==> src/rtl/bcd_to_bin.sv <==
// rtl/bcd_to_bin.sv - four-digit packed BCD to binary converter, one digit per clock
module bcd_to_bin #(
  parameter int WIDTH = 16
) (
  input  logic             clk,
  input  logic             reset,
  input  logic             start,
  input  logic [3:0]       dec0,
  input  logic [3:0]       dec1,
  input  logic [3:0]       dec2,
  input  logic [3:0]       dec3,
  output logic             ready,
  output logic             valid,
  output logic [WIDTH-1:0] value,
  output logic             error
);

  typedef enum logic [1:0] {
    IDLE = 2'd0,
    CONV = 2'd1,
    DONE = 2'd2
  } state_t;

  state_t      state_q;
  state_t      state_d;

  // Captured digits, thousands in the top nibble; later input changes are ignored.
  logic [15:0] digits;
  // 14 bits holds 9999; invalid digits may wrap but the result is forced to 0 then.
  logic [13:0] acc;
  logic [13:0] acc_next;
  logic [1:0]  idx;
  logic        bad;
  logic [3:0]  cur_digit;

  // Pick the digit for this step, most significant first.
  always_comb begin
    cur_digit = digits[3:0];
    case (idx)
      2'd0:    cur_digit = digits[15:12];
      2'd1:    cur_digit = digits[11:8];
      2'd2:    cur_digit = digits[7:4];
      default: cur_digit = digits[3:0];
    endcase
  end

  // acc*10 built from two shifts so no multiplier is inferred.
  assign acc_next = (acc << 3) + (acc << 1) + {10'd0, cur_digit};

  // State register.
  always_ff @(posedge clk or posedge reset) begin
    if (reset) begin
      state_q <= IDLE;
    end else begin
      state_q <= state_d;
    end
  end

  // Next-state logic: accept in IDLE, four accumulate steps, one result step.
  always_comb begin
    state_d = state_q;
    case (state_q)
      IDLE:    if (start && ready) state_d = CONV;
      CONV:    if (idx == 2'd3) state_d = DONE;
      DONE:    state_d = IDLE;
      default: state_d = IDLE;
    endcase
  end

  // Datapath and registered handshake outputs.
  always_ff @(posedge clk or posedge reset) begin
    if (reset) begin
      digits <= '0;
      acc    <= '0;
      idx    <= '0;
      bad    <= 1'b0;
      ready  <= 1'b1;
      valid  <= 1'b0;
      value  <= '0;
      error  <= 1'b0;
    end else begin
      valid <= 1'b0;
      case (state_q)
        IDLE: begin
          if (start && ready) begin
            digits <= {dec3, dec2, dec1, dec0};
            acc    <= '0;
            idx    <= '0;
            bad    <= 1'b0;
            ready  <= 1'b0;
          end
        end
        CONV: begin
          acc <= acc_next;
          bad <= bad | (cur_digit > 4'd9);
          idx <= idx + 2'd1;
        end
        DONE: begin
          value <= bad ? '0 : WIDTH'(acc);
          error <= bad;
          valid <= 1'b1;
          ready <= 1'b1;
        end
        default: begin
        end
      endcase
    end
  end

endmodule

==> config.mk <==
export PLATFORM = sky130hd
export DESIGN_NAME = bcd_to_bin
export DESIGN_NICKNAME = d
export VERILOG_FILES = /design/src/rtl/bcd_to_bin.sv
export SDC_FILE = /design/constraint.sdc
export NUM_CORES = 1
export LEC_CHECK = 0
export CORE_UTILIZATION = 50
export CTS_BUF_LIST = sky130_fd_sc_hd__clkbuf_16
export CTS_CLUSTER_SIZE = 30
export DETAILED_ROUTE_END_ITERATION = 8
export PLACE_DENSITY = 0.75
export SLEW_MARGIN = 20
export SYNTH_ARGS = -nofsm -noshare
export SYNTH_HDL_FRONTEND = slang
export SYNTH_SLANG_ARGS = --single-unit
==> constraint.sdc <==
create_clock -name clk -period 4.3 [get_ports clk]
set_clock_uncertainty 0.1 [all_clocks]
set_input_delay 0.86 -clock clk [delete_from_list [all_inputs] [get_ports clk]]
set_output_delay 0.86 -clock clk [all_outputs]
set_load 0.02 [all_outputs]
=== Word level (Yosys, flattened, before mapping) ===
Index checks and enable logic that the tools add are counted.

* Register bits after elaboration: 54
* Input bits: 19
* Output and inout bits: 19
* Logic and storage cells: 43

* Add/sub/neg operators: 3
* Magnitude comparators: 1
* Equality and inequality tests: 7
* Multiplexer cells: 13
* Bitwise gates (word level): 1
* Reduce and logical (&&, ||, !) cells: 9

{| class="wikitable"
|+ Operators with widths
! cell !! count
|-
| $mux W14 || 2
|-
| $pmux W14 S2 || 1
|-
| $add A14 B14 Y14 || 1
|-
| $add A14 B4 Y14 || 1
|-
| $pmux W4 S3 || 1
|-
| $pmux W2 S2 || 2
|-
| $reduce_and A2 Y1 || 4
|-
| $eq A2 B2 Y1 const B || 3
|-
| $mux W2 || 3
|-
| $eq A2 B1 Y1 const B || 2
|-
| $gt A4 B4 Y1 const B || 1
|-
| $logic_not A2 Y1 || 2
|-
| $ne A2 B2 Y1 const B || 2
|-
| $pmux W1 S2 || 2
|-
| $reduce_bool A2 Y1 || 2
|-
| $add A2 B1 Y2 const B || 1
|-
| $mux W1 || 2
|-
| $logic_and A1 B1 Y1 || 1
|-
| $or A1 B1 Y1 || 1
|}

=== Depth between registers and ports, before layout ===
Gate-level depths: netlist of run 1.

* Depth after elaboration: 5
* Depth in mapped cells: 13
* Gate-level depth less buffers: 13

=== Least setup slack after synthesis of run 1 ===
No wires, ideal clock.

* Path type: reg-to-reg
* From: register idx[0]
* To: register acc[10]
* Library setup time: 0.130 ns
* Arrival: 2.903 ns
* Data required time: 4.070 ns
* Setup slack: 1.166 ns
* Cell stages (with the launch flop): 13
* Path buffers: 0
* Period minus slack after synthesis: 3.134 ns
* Cells stage by stage: dfrtp_1 -> inv_1 -> ha_1 -> a222oi_1 -> mux2i_1 -> ha_1 -> ha_1 -> fa_1 -> a21o_1 -> a211o_1 -> a211oi_2 -> nor3_1 -> nand3b_1

* Cells in the longest elaborated chain, start to end: 4
* Elaborated cells on any way between the ends: 6
* Classes of those cells: add/sub: 1; eq/ne: 2; mux: 2; reduce/logical: 1

{| class="wikitable"
|+ RTL lines
! item !! RTL line !! RTL
|-
| start: declaration || 32 || <nowiki>logic [1:0] idx;</nowiki>
|-
| start signal: assignment || 96 || <nowiki>idx <= idx + 2'd1;</nowiki>
|-
| $eq A2 B2 Y1, or another cell as far along || 39 || <nowiki>case (idx)</nowiki>
|-
| $pmux W4 S3 * || 39 ||
|-
| $add A14 B4 Y14 * || 48 || <nowiki>assign acc_next = (acc << 3) + (acc << 1) + {10'd0, cur_digit};</nowiki>
|-
| $pmux W14 S2 * || 83 || <nowiki>case (state_q)</nowiki>
|-
| end signal: assignment || 94 || <nowiki>acc <= acc_next;</nowiki>
|-
| end: declaration || 30 || <nowiki>logic [13:0] acc;</nowiki>
|}

Mark *: on every way between the ends. The rest lies on a longest branch, timed or not.
A chain may end at the register's enable or synchronous reset.

=== Final worst setup path of run 1 ===
* From: register idx[0]
* To: register acc[13]

The elaborated chain is that of the path after synthesis.

==> impl_metrics.tcl, run 1 <==
set metrics [dict create \
    place_congestion 0.834 \
    cap_violations 0 \
    post_cts_buffers 0 \
    holdWs_ps 375 \
    peakVddDrop_uv 311 \
    worst-path-max-fanout 5 \
    die_x_um 78.3 \
    syn_inst 313 \
    rsz0062_at_grt "false" \
    status "complete, no violations" \
    holdPathStages 2 \
    hold_path_class "register to register" \
    synthToLayoutAreaGrowth_pct 18.8 \
    core_region_area_sq_um 5570 \
    die_height_um 78.3 \
    clock_latency_ps 300 \
    critPathLaunchType "register" \
    required_ps 4420 \
    r2r-start "idx[0]$_DFFE_PP0P_" \
    netlist-cell-type-count 44 \
    grt_pass1_wl_mm 10.0 \
    drtPass1Iterations 4 \
    cts_htree_levels 2 \
    reg2reg_depth 13 \
    holdCritStartpoint "value[5]$_DFFE_PP0P_" \
    grt_max_degree 53 \
    p_leak_nw 1.67 \
    relSlewSlack 0.366 \
    crit_path_end_kind "register" \
    grt_util_all_layers 0.211 \
    power.density_nw_per_um2 818 \
    ant_nets 0 \
    synth_seq_cells 52 \
    rows 27 \
    cts_tree "built" \
    fin_area_sq_um 3460 \
    drive_gt1_frac 0.0471 \
    final.setup.tns_ps 0 \
    dpl_cell_area_sq_um 3290 \
    fin_crit_sh 0.798 \
    avgSynthCellArea_sq_um 9.30 \
    worst-r2r-setup-slack_ps 870 \
    yosys_most_used_dff "dfrtp_1" \
    crit-reg2reg-capture "acc[13]$_DFFE_PP0P_" \
    grt_pass1_vias 2109 \
    wire_per_inst_um 14.0 \
    synth_edf_count 0 \
    drc_errors 0 \
    via_per_inst 5.41 \
    worst_pin_slew_ps 950 \
    cts_buffers 5 \
    diodes 0 \
    post-dp-hpwl_mm 4.06 \
    clk_pin_slew_ps 70 \
    yosysSeqAreaShare 0.447 \
    layout_commonest_cell "nand2_1" \
    cts_hold_buf 0 \
    clk_path_buf_depth 2 \
    arrival_ps 3550 \
    first_iter_violations 208 \
    finalNonFillerCells 412 \
    port-buffer-count 35 \
    finish.net_count 386 \
    crit_type "register to register" \
    async_flop_share 1.00 \
    dp_cells 404 \
    initial_core_util 0.522 \
    worstHoldEndpoint "value[5]$_DFFE_PP0P_" \
    cts_resized 0 \
    routed_wl_mm 5.77 \
    clock-root-buffer "clkbuf_16" \
    slew_violations 0 \
    syn-cell-area_sq_um 2910 \
    clock_sinks 52 \
    final_cell_mix "73 x nand2_1, 51 x dfrtp_1, 35 x clkdlybuf4s50_1" \
    vias 2227 \
    clock.fmax_ghz 0.291 \
    finalCriticalPeriod_ps 3430 \
    ios 38 \
    setup_viol 0 \
    grt.overflow.total 0 \
    timing.final.hold_violations 0 \
    ys_warn_count 0 \
    die_area_sq_um 6130 \
    antenna_found_initial 0 \
]
## state kept, by name (all words and copies together) (netlist names)
signal and cells:
acc 14, bad 1, digits 16, error 1
idx 2, ready 1, state_q 2, valid 1
value 14
## synthesized netlist by cell type, types with 4 or more instances
cell type / n / area [sq um]
a21oi_1: 8 / 40.0
clkbuf_1: 10 / 37.5
inv_1: 13 / 48.8
o21ai_0: 24 / 120
ha_1: 26 / 325
nand3b_1: 4 / 30.0
buf_2: 4 / 20.0
a21o_1: 5 / 37.5
a222oi_1: 4 / 40.0
xor2_1: 4 / 35.0
nand2_1: 73 / 274
nand3_1: 10 / 50.1
dfrtp_1: 51 / 1280
o31ai_1: 6 / 45.0
nand2b_1: 14 / 87.6
nor2_1: 7 / 26.3
## worst max path at each step
stage                        from                   to  cells after the start
6_report       idx[0]$_DFFE_PP0P_  acc[13]$_DFFE_PP0P_                     13
5_1_grt        idx[0]$_DFFE_PP0P_   acc[9]$_DFFE_PP0P_                     13
4_1_cts        idx[0]$_DFFE_PP0P_   acc[8]$_DFFE_PP0P_                     12
3_5_place_dp   idx[0]$_DFFE_PP0P_   acc[8]$_DFFE_PP0P_                     12
3_3_place_gp   idx[0]$_DFFE_PP0P_   acc[8]$_DFFE_PP0P_                     12
2_1_floorplan  idx[0]$_DFFE_PP0P_  acc[10]$_DFFE_PP0P_                     12
## layout make-up
cell class	instances	area [sq um]
Clock buffer	5	125
Clock inverter	3	46.3
Fill cell	464	2110
Inverter	13	50.0
Multi-Input combinational cell	230	1480
Sequential cell	52	1300
Tap cell	72	90.1
Timing Repair Buffer	37	365
## report_power, final
part,internal [mW],switching (mW)
sequential,0.704,0.171
clock,0.277,0.188
combinational,0.638,0.852
## cell families after synthesis
family / share of synthesized area
other: 0.00129
XOR/XNOR: 0.0211
adder cells (fa/ha/maj): 0.125
AO/OA/AOI/OAI: 0.144
AND/OR/NAND/NOR: 0.202
multiplexers: 0.0142
buffers and inverters: 0.0456
flip-flops: 0.447
## stage by stage
stage | worst slack [ps] | utilization | total power, mW
after floorplan | 1170 | - | 1.96
after global placement | 1050 | 0.590 | 2.30
after detailed placement | 904 | 0.590 | 2.35
after CTS | 875 | 0.620 | 2.83
after global routing | 624 | 0.621 | 3.07
final | 868 | 0.621 | 2.83
## critical path: stages (launching register included)
cell and delay [ps]:
dfrtp_1 420, inv_1 100, ha_1 260, a222oi_1 350
inv_1 70, mux2i_1 230, fa_1 470, inv_1 120
ha_1 240, a21oi_1 240, o211ai_1 180, and2_1 220
o21a_1 200, o211ai_1 170
## metal layers
layer  wire [um]  vias up  track usage
met3         194        7       0.0349
met2        2570       49        0.326
met5           0        -            0
met1        2920     1047        0.300
li1            -     1124            -
met4          86        0       0.0722
No activity file was read; power rests on OpenSTA's default activity.
==> inputs of run 2 (changes only) <==
Clock period 4.3 ns to 3.2 ns, I/O delays scaled along.
==> run 2 against run 1 <==
The run now ends with setup timing left; global-route usage rose by 0.61 points; sequential cell count did not move; final area rose by 3.5%; die area did not move; total power rose by 39%; final cell count rose by 2.4%; maximum frequency rose by 6.6%; routed wire length rose by 9.7%; combinational power rose by 48%; critical path depth did not move; utilization rose by 2.2 points.
==> impl_metrics.tcl, run 2 (synthesis gave the netlist of run 1 again) <==
set metrics [dict create \
    ant_nets 0 \
    layout_commonest_cell "nand2_1" \
    diodes 0 \
    power_frac_comb 0.557 \
    clock_sinks 52 \
    ios 38 \
    power_frac_clock 0.141 \
    p_sw_mw 1.73 \
    clock.fmax_ghz 0.310 \
    p_int_mw 2.22 \
    rows 27 \
    die_height_um 78.3 \
    top_regs "digits x16, acc x14, value x14" \
    post-dp-hpwl_mm 4.39 \
    crit-reg2reg-capture "acc[13]$_DFFE_PP0P_" \
    clk_path_buf_depth 2 \
    drive_gt1_frac 0.109 \
    p_total_mw 3.94 \
    swShare 0.438 \
    peakVddDrop_uv 434 \
    grt_pass1_vias 2083 \
    initial_core_util 0.522 \
    clk_pin_slew_ps 70 \
    worst_pin_slew_ps 934 \
    critPathLaunchType "register" \
    pwr-share-seq 0.302 \
    grt_pass1_wl_mm 10.4 \
    place_ws_ps -102 \
    worst-path-max-fanout 4 \
    regArea_sq_um 1300 \
    first_iter_violations 159 \
    die_x_um 78.3 \
    crit_end "acc[13]$_DFFE_PP0P_" \
    grt_max_degree 53 \
    finish.net_count 396 \
    place_congestion 0.853 \
    holdPathStages 2 \
    cts_htree_levels 2 \
    finalCriticalPeriod_ps 3220 \
    path_cells "inv_2, ha_4, a222oi_1, inv_1, mux2i_4, fa_1, inv_2, ha_1, a21oi_2, o211ai_1, and2_4, o21a_1, o211ai_1" \
    reg2reg_depth 13 \
    core_region_area_sq_um 5570 \
    drtPass1Iterations 4 \
    status "complete, but fails checks" \
    drc_errors 0 \
    crit_type "register to register" \
    crit_path_end_kind "register" \
    worst-r2r-setup-slack_ps -20 \
    critPathLaunch "idx[0]$_DFFE_PP0P_" \
    hold_path_class "register to register" \
    setup_viol 6 \
    die_area_sq_um 6130 \
    antenna_found_initial 0 \
    rsz0062_at_grt "true" \
    wire_per_inst_um 15.0 \
    clock_latency_ps 290 \
    slowest_stage "fa_1" \
    p_leak_nw 1.70 \
    port-buffer-count 35 \
    fin_util 0.642 \
    r2r-start "idx[0]$_DFFE_PP0P_" \
    routed_wl_mm 6.33 \
    power.density_nw_per_um2 1100 \
    setup_ws_ps -21.1 \
    vias 2308 \
    timing.final.hold_violations 0 \
    via_per_inst 5.47 \
    fin_crit_sh 1.01 \
    grt_util_all_layers 0.217 \
    relSlewSlack 0.378 \
    cap_violations 0 \
    cts_buffers 5 \
    required_ps 3310 \
    slew_violations 0 \
    num-fill-cells 462 \
    violations "setup timing" \
    final_cell_mix "73 x nand2_1, 51 x dfrtp_1, 35 x clkdlybuf4s50_1" \
    synthToLayoutAreaGrowth_pct 23.0 \
    cts_tree "built" \
    clock-root-buffer "clkbuf_16" \
    multiInputGateArea_sq_um 1530 \
    regMostFlops "digits" \
    holdCritStartpoint "value[11]$_DFFE_PP0P_" \
    largest_reg_flops 16 \
    cpPeakStageDelay_ps 460 \
    grt.overflow.total 0 \
    arrival_ps 3330 \
]
run 2: through the flow:
step	hold slack [ps]	instance area, sq um	instances	setup TNS [ps]
after floorplan	345	2920	314	0
after global placement	360	3340	409	-2.02
after detailed placement	366	3340	409	-473
after CTS	382	3520	419	0
after global routing	401	3580	422	-1270
final	378	3580	422	-84.5
run 2: area by class of cell:
type                            count  share of cell area
Clock buffer                        5              0.0349
Clock inverter                      3             0.00769
Inverter                           13              0.0136
Multi-Input combinational cell    230               0.428
Sequential cell                    52               0.364
Tap cell                           72              0.0252
Timing Repair Buffer               47               0.126
run 2: worst min-delay path by stage:
stage,slack [ps],end
after floorplan,350,digits[11]$_DFFE_PP0P_
after global placement,360,value[11]$_DFFE_PP0P_
after detailed placement,370,digits[12]$_DFFE_PP0P_
after CTS,380,ready$_DFFE_PP1P_
after global routing,400,ready$_DFFE_PP1P_
final,380,value[11]$_DFFE_PP0P_
run 2: power groups by stage:
stage	Clock (mW)	Sequential [mW]	Combinational, mW
finish	0.556	1.19	2.20
global route	0.588	1.23	2.46
CTS	0.565	1.18	2.12
detailed placement	0	1.18	2.04
global placement	0	1.17	1.95
floorplan	0	1.20	1.43
run 2: what timing repair did:
item,in CTS,in global routing
setup buffers,2,3
setup endpoints to repair,7,8
pin swaps,5,13
resized for setup,8,9
hold buffers,0,0
run 2: critical path, delay by kind of cell, from the launching register on:
family | cells | cell delay, ps
AO/OA/AOI/OAI | 5 | 1020
adder cells (fa/ha/maj) | 3 | 880
buffers and inverters | 3 | 320
flip-flops | 1 | 430
multiplexers | 1 | 200
AND/OR/NAND/NOR | 1 | 180
run 2: metal layers:
| metal | track usage | vias to the layer above | wire length (um) |
|---|---|---|---|
| li1 | - | 1146 | - |
| met1 | 0.324 | 1093 | 2950 |
| met2 | 0.324 | 59 | 3030 |
| met3 | 0.0349 | 10 | 249 |
| met4 | 0.0648 | 0 | 96 |
| met5 | 0 | - | 0 |
==> inputs of run 3 (changes only) <==
Settings changed: PLACE_DENSITY 0.75 to 0.73.
==> run 3 against run 2 <==
Register-to-register slack got worse by 40 ps; largest cell class unchanged; via count increased by 5.0%; the flow still finishes with violations (setup timing); sequential power barely moved; clock-buffer cell count unchanged; global-route usage rose by 1.7 points; clock power fell by 2%.
==> impl_metrics.tcl, run 3 (synthesis gave the netlist of run 1 again) <==
set metrics [dict create \
    timing.final.hold_violations 0 \
    via_per_inst 5.58 \
    num-fill-cells 448 \
    drive_gt1_frac 0.149 \
    cts_tree "built" \
    multiInputGateArea_sq_um 1560 \
    regMostFlops "digits" \
    slew_violations 0 \
    ant_nets 0 \
    required_ps 3310 \
    dp_cells 409 \
    regArea_sq_um 1300 \
    finish.net_count 408 \
    cap_violations 0 \
    grt.overflow.total 0 \
    holdWs_ps 380 \
    grt_max_degree 32 \
    largest_reg_flops 16 \
    grt_pass1_vias 2264 \
    top_regs "digits x16, acc x14, value x14" \
    die_area_sq_um 6130 \
    clock_latency_ps 300 \
    post-dp-hpwl_mm 4.39 \
    peakVddDrop_uv 475 \
    drtPass1Iterations 4 \
    critPathLaunchType "register" \
    cts_htree_levels 2 \
    worst-path-max-fanout 4 \
    crit_path_end_kind "register" \
    synthToLayoutAreaGrowth_pct 27.2 \
    cts_hold_buf 0 \
    final_cell_mix "73 x nand2_1, 51 x dfrtp_1, 35 x clkdlybuf4s50_1" \
    vias 2423 \
    layout_commonest_cell "nand2_1" \
    setup_ws_ps -59.7 \
    clock-root-buffer "clkbuf_16" \
    grt_util_all_layers 0.234 \
    clk_pin_slew_ps 70 \
    crit_type "register to register" \
    power.density_nw_per_um2 1160 \
    wire_per_inst_um 15.7 \
    rows 27 \
    clk_path_buf_depth 2 \
    die_x_um 78.3 \
    path_cells "inv_2, ha_2, a222oi_1, inv_1, mux2i_4, fa_1, inv_2, ha_1, a21oi_2, o211ai_1, and2_4, o21a_1, o211ai_1" \
    routed_wl_mm 6.79 \
    place_congestion 0.818 \
    diodes 0 \
    setup_viol 5 \
    antenna_found_initial 0 \
    p_leak_nw 1.77 \
    clock_sinks 52 \
    core_region_area_sq_um 5570 \
    fin_crit_sh 1.02 \
    initial_core_util 0.522 \
    rsz0062_at_grt "true" \
    relSlewSlack 0.391 \
    ios 38 \
    finalNonFillerCells 434 \
    drc_errors 0 \
    port-buffer-count 35 \
    worst-r2r-setup-slack_ps -60 \
    first_iter_violations 200 \
    cpPeakStageDelay_ps 460 \
    cts_buffers 5 \
    die_height_um 78.3 \
    hold_path_class "register to register" \
    violations "setup timing" \
    grt_pass1_wl_mm 11.0 \
    slowest_stage "fa_1" \
    arrival_ps 3370 \
    clock.fmax_ghz 0.307 \
    status "complete, but fails checks" \
    worst_pin_slew_ps 913 \
    finalCriticalPeriod_ps 3260 \
]
## run 3: repair_timing
item / in CTS / in global routing
pin swaps: 5 / 9
setup endpoints to repair: 7 / 9
gates resized for setup: 10 / 17
buffers inserted: 14 / 4
## run 3: metrics by stage
stage               TNS, ps  total power, mW  setup WS [ps]  area [sq um]  utilization
finish                 -167             4.31          -59.7          3700        0.664
global route          -1030             4.62           -224          3700        0.664
CTS                       0             4.06           3.76          3600        0.647
detailed placement     -325             3.22           -107          3320        0.596
global placement     -0.929             3.13         -0.929          3320        0.596
floorplan                 0             2.63           66.4          2920            -
## run 3: cell type report
class	instances	area share
clock buffer	5	0.0338
clock inverter	3	0.00743
inverter	13	0.0132
multi-input combinational	230	0.420
sequential	52	0.352
tap	72	0.0243
timing repair buffer	59	0.149
## run 3: where the power goes
group,internal [mW],switching (mW)
Clock,0.297,0.251
Sequential,0.946,0.241
Combinational,1.20,1.38
Total,2.44,1.87
## run 3: worst max-delay path, delay by kind of cell (launching register included)
family	cells	cell delay [ps]
flip-flops	1	430
multiplexers	1	180
AND/OR/NAND/NOR	1	200
AO/OA/AOI/OAI	5	1010
buffers and inverters	3	320
adder cells (fa/ha/maj)	3	930
## run 3: layer usage
layer | GRT usage | share of wire | vias up
li1 | - | - | 1167
met1 | 0.341 | 0.46 | 1145
met3 | 0.0395 | 0.047 | 17
met4 | 0.0981 | 0.021 | 0
met5 | 0 | 0 | -
met2 | 0.343 | 0.47 | 94
## run 3: final timing paths
check,start,end,depth (start not counted)
max,idx[1]$_DFFE_PP0P_,acc[13]$_DFFE_PP0P_,13
max in group asynchronous,reset,ready$_DFFE_PP1P_,3
min reg2reg,value[10]$_DFFE_PP0P_,value[10]$_DFFE_PP0P_,2
min,value[10]$_DFFE_PP0P_,value[10]$_DFFE_PP0P_,2
min in group asynchronous,reset,digits[2]$_DFFE_PP0P_,2
max reg2reg,idx[1]$_DFFE_PP0P_,acc[13]$_DFFE_PP0P_,13
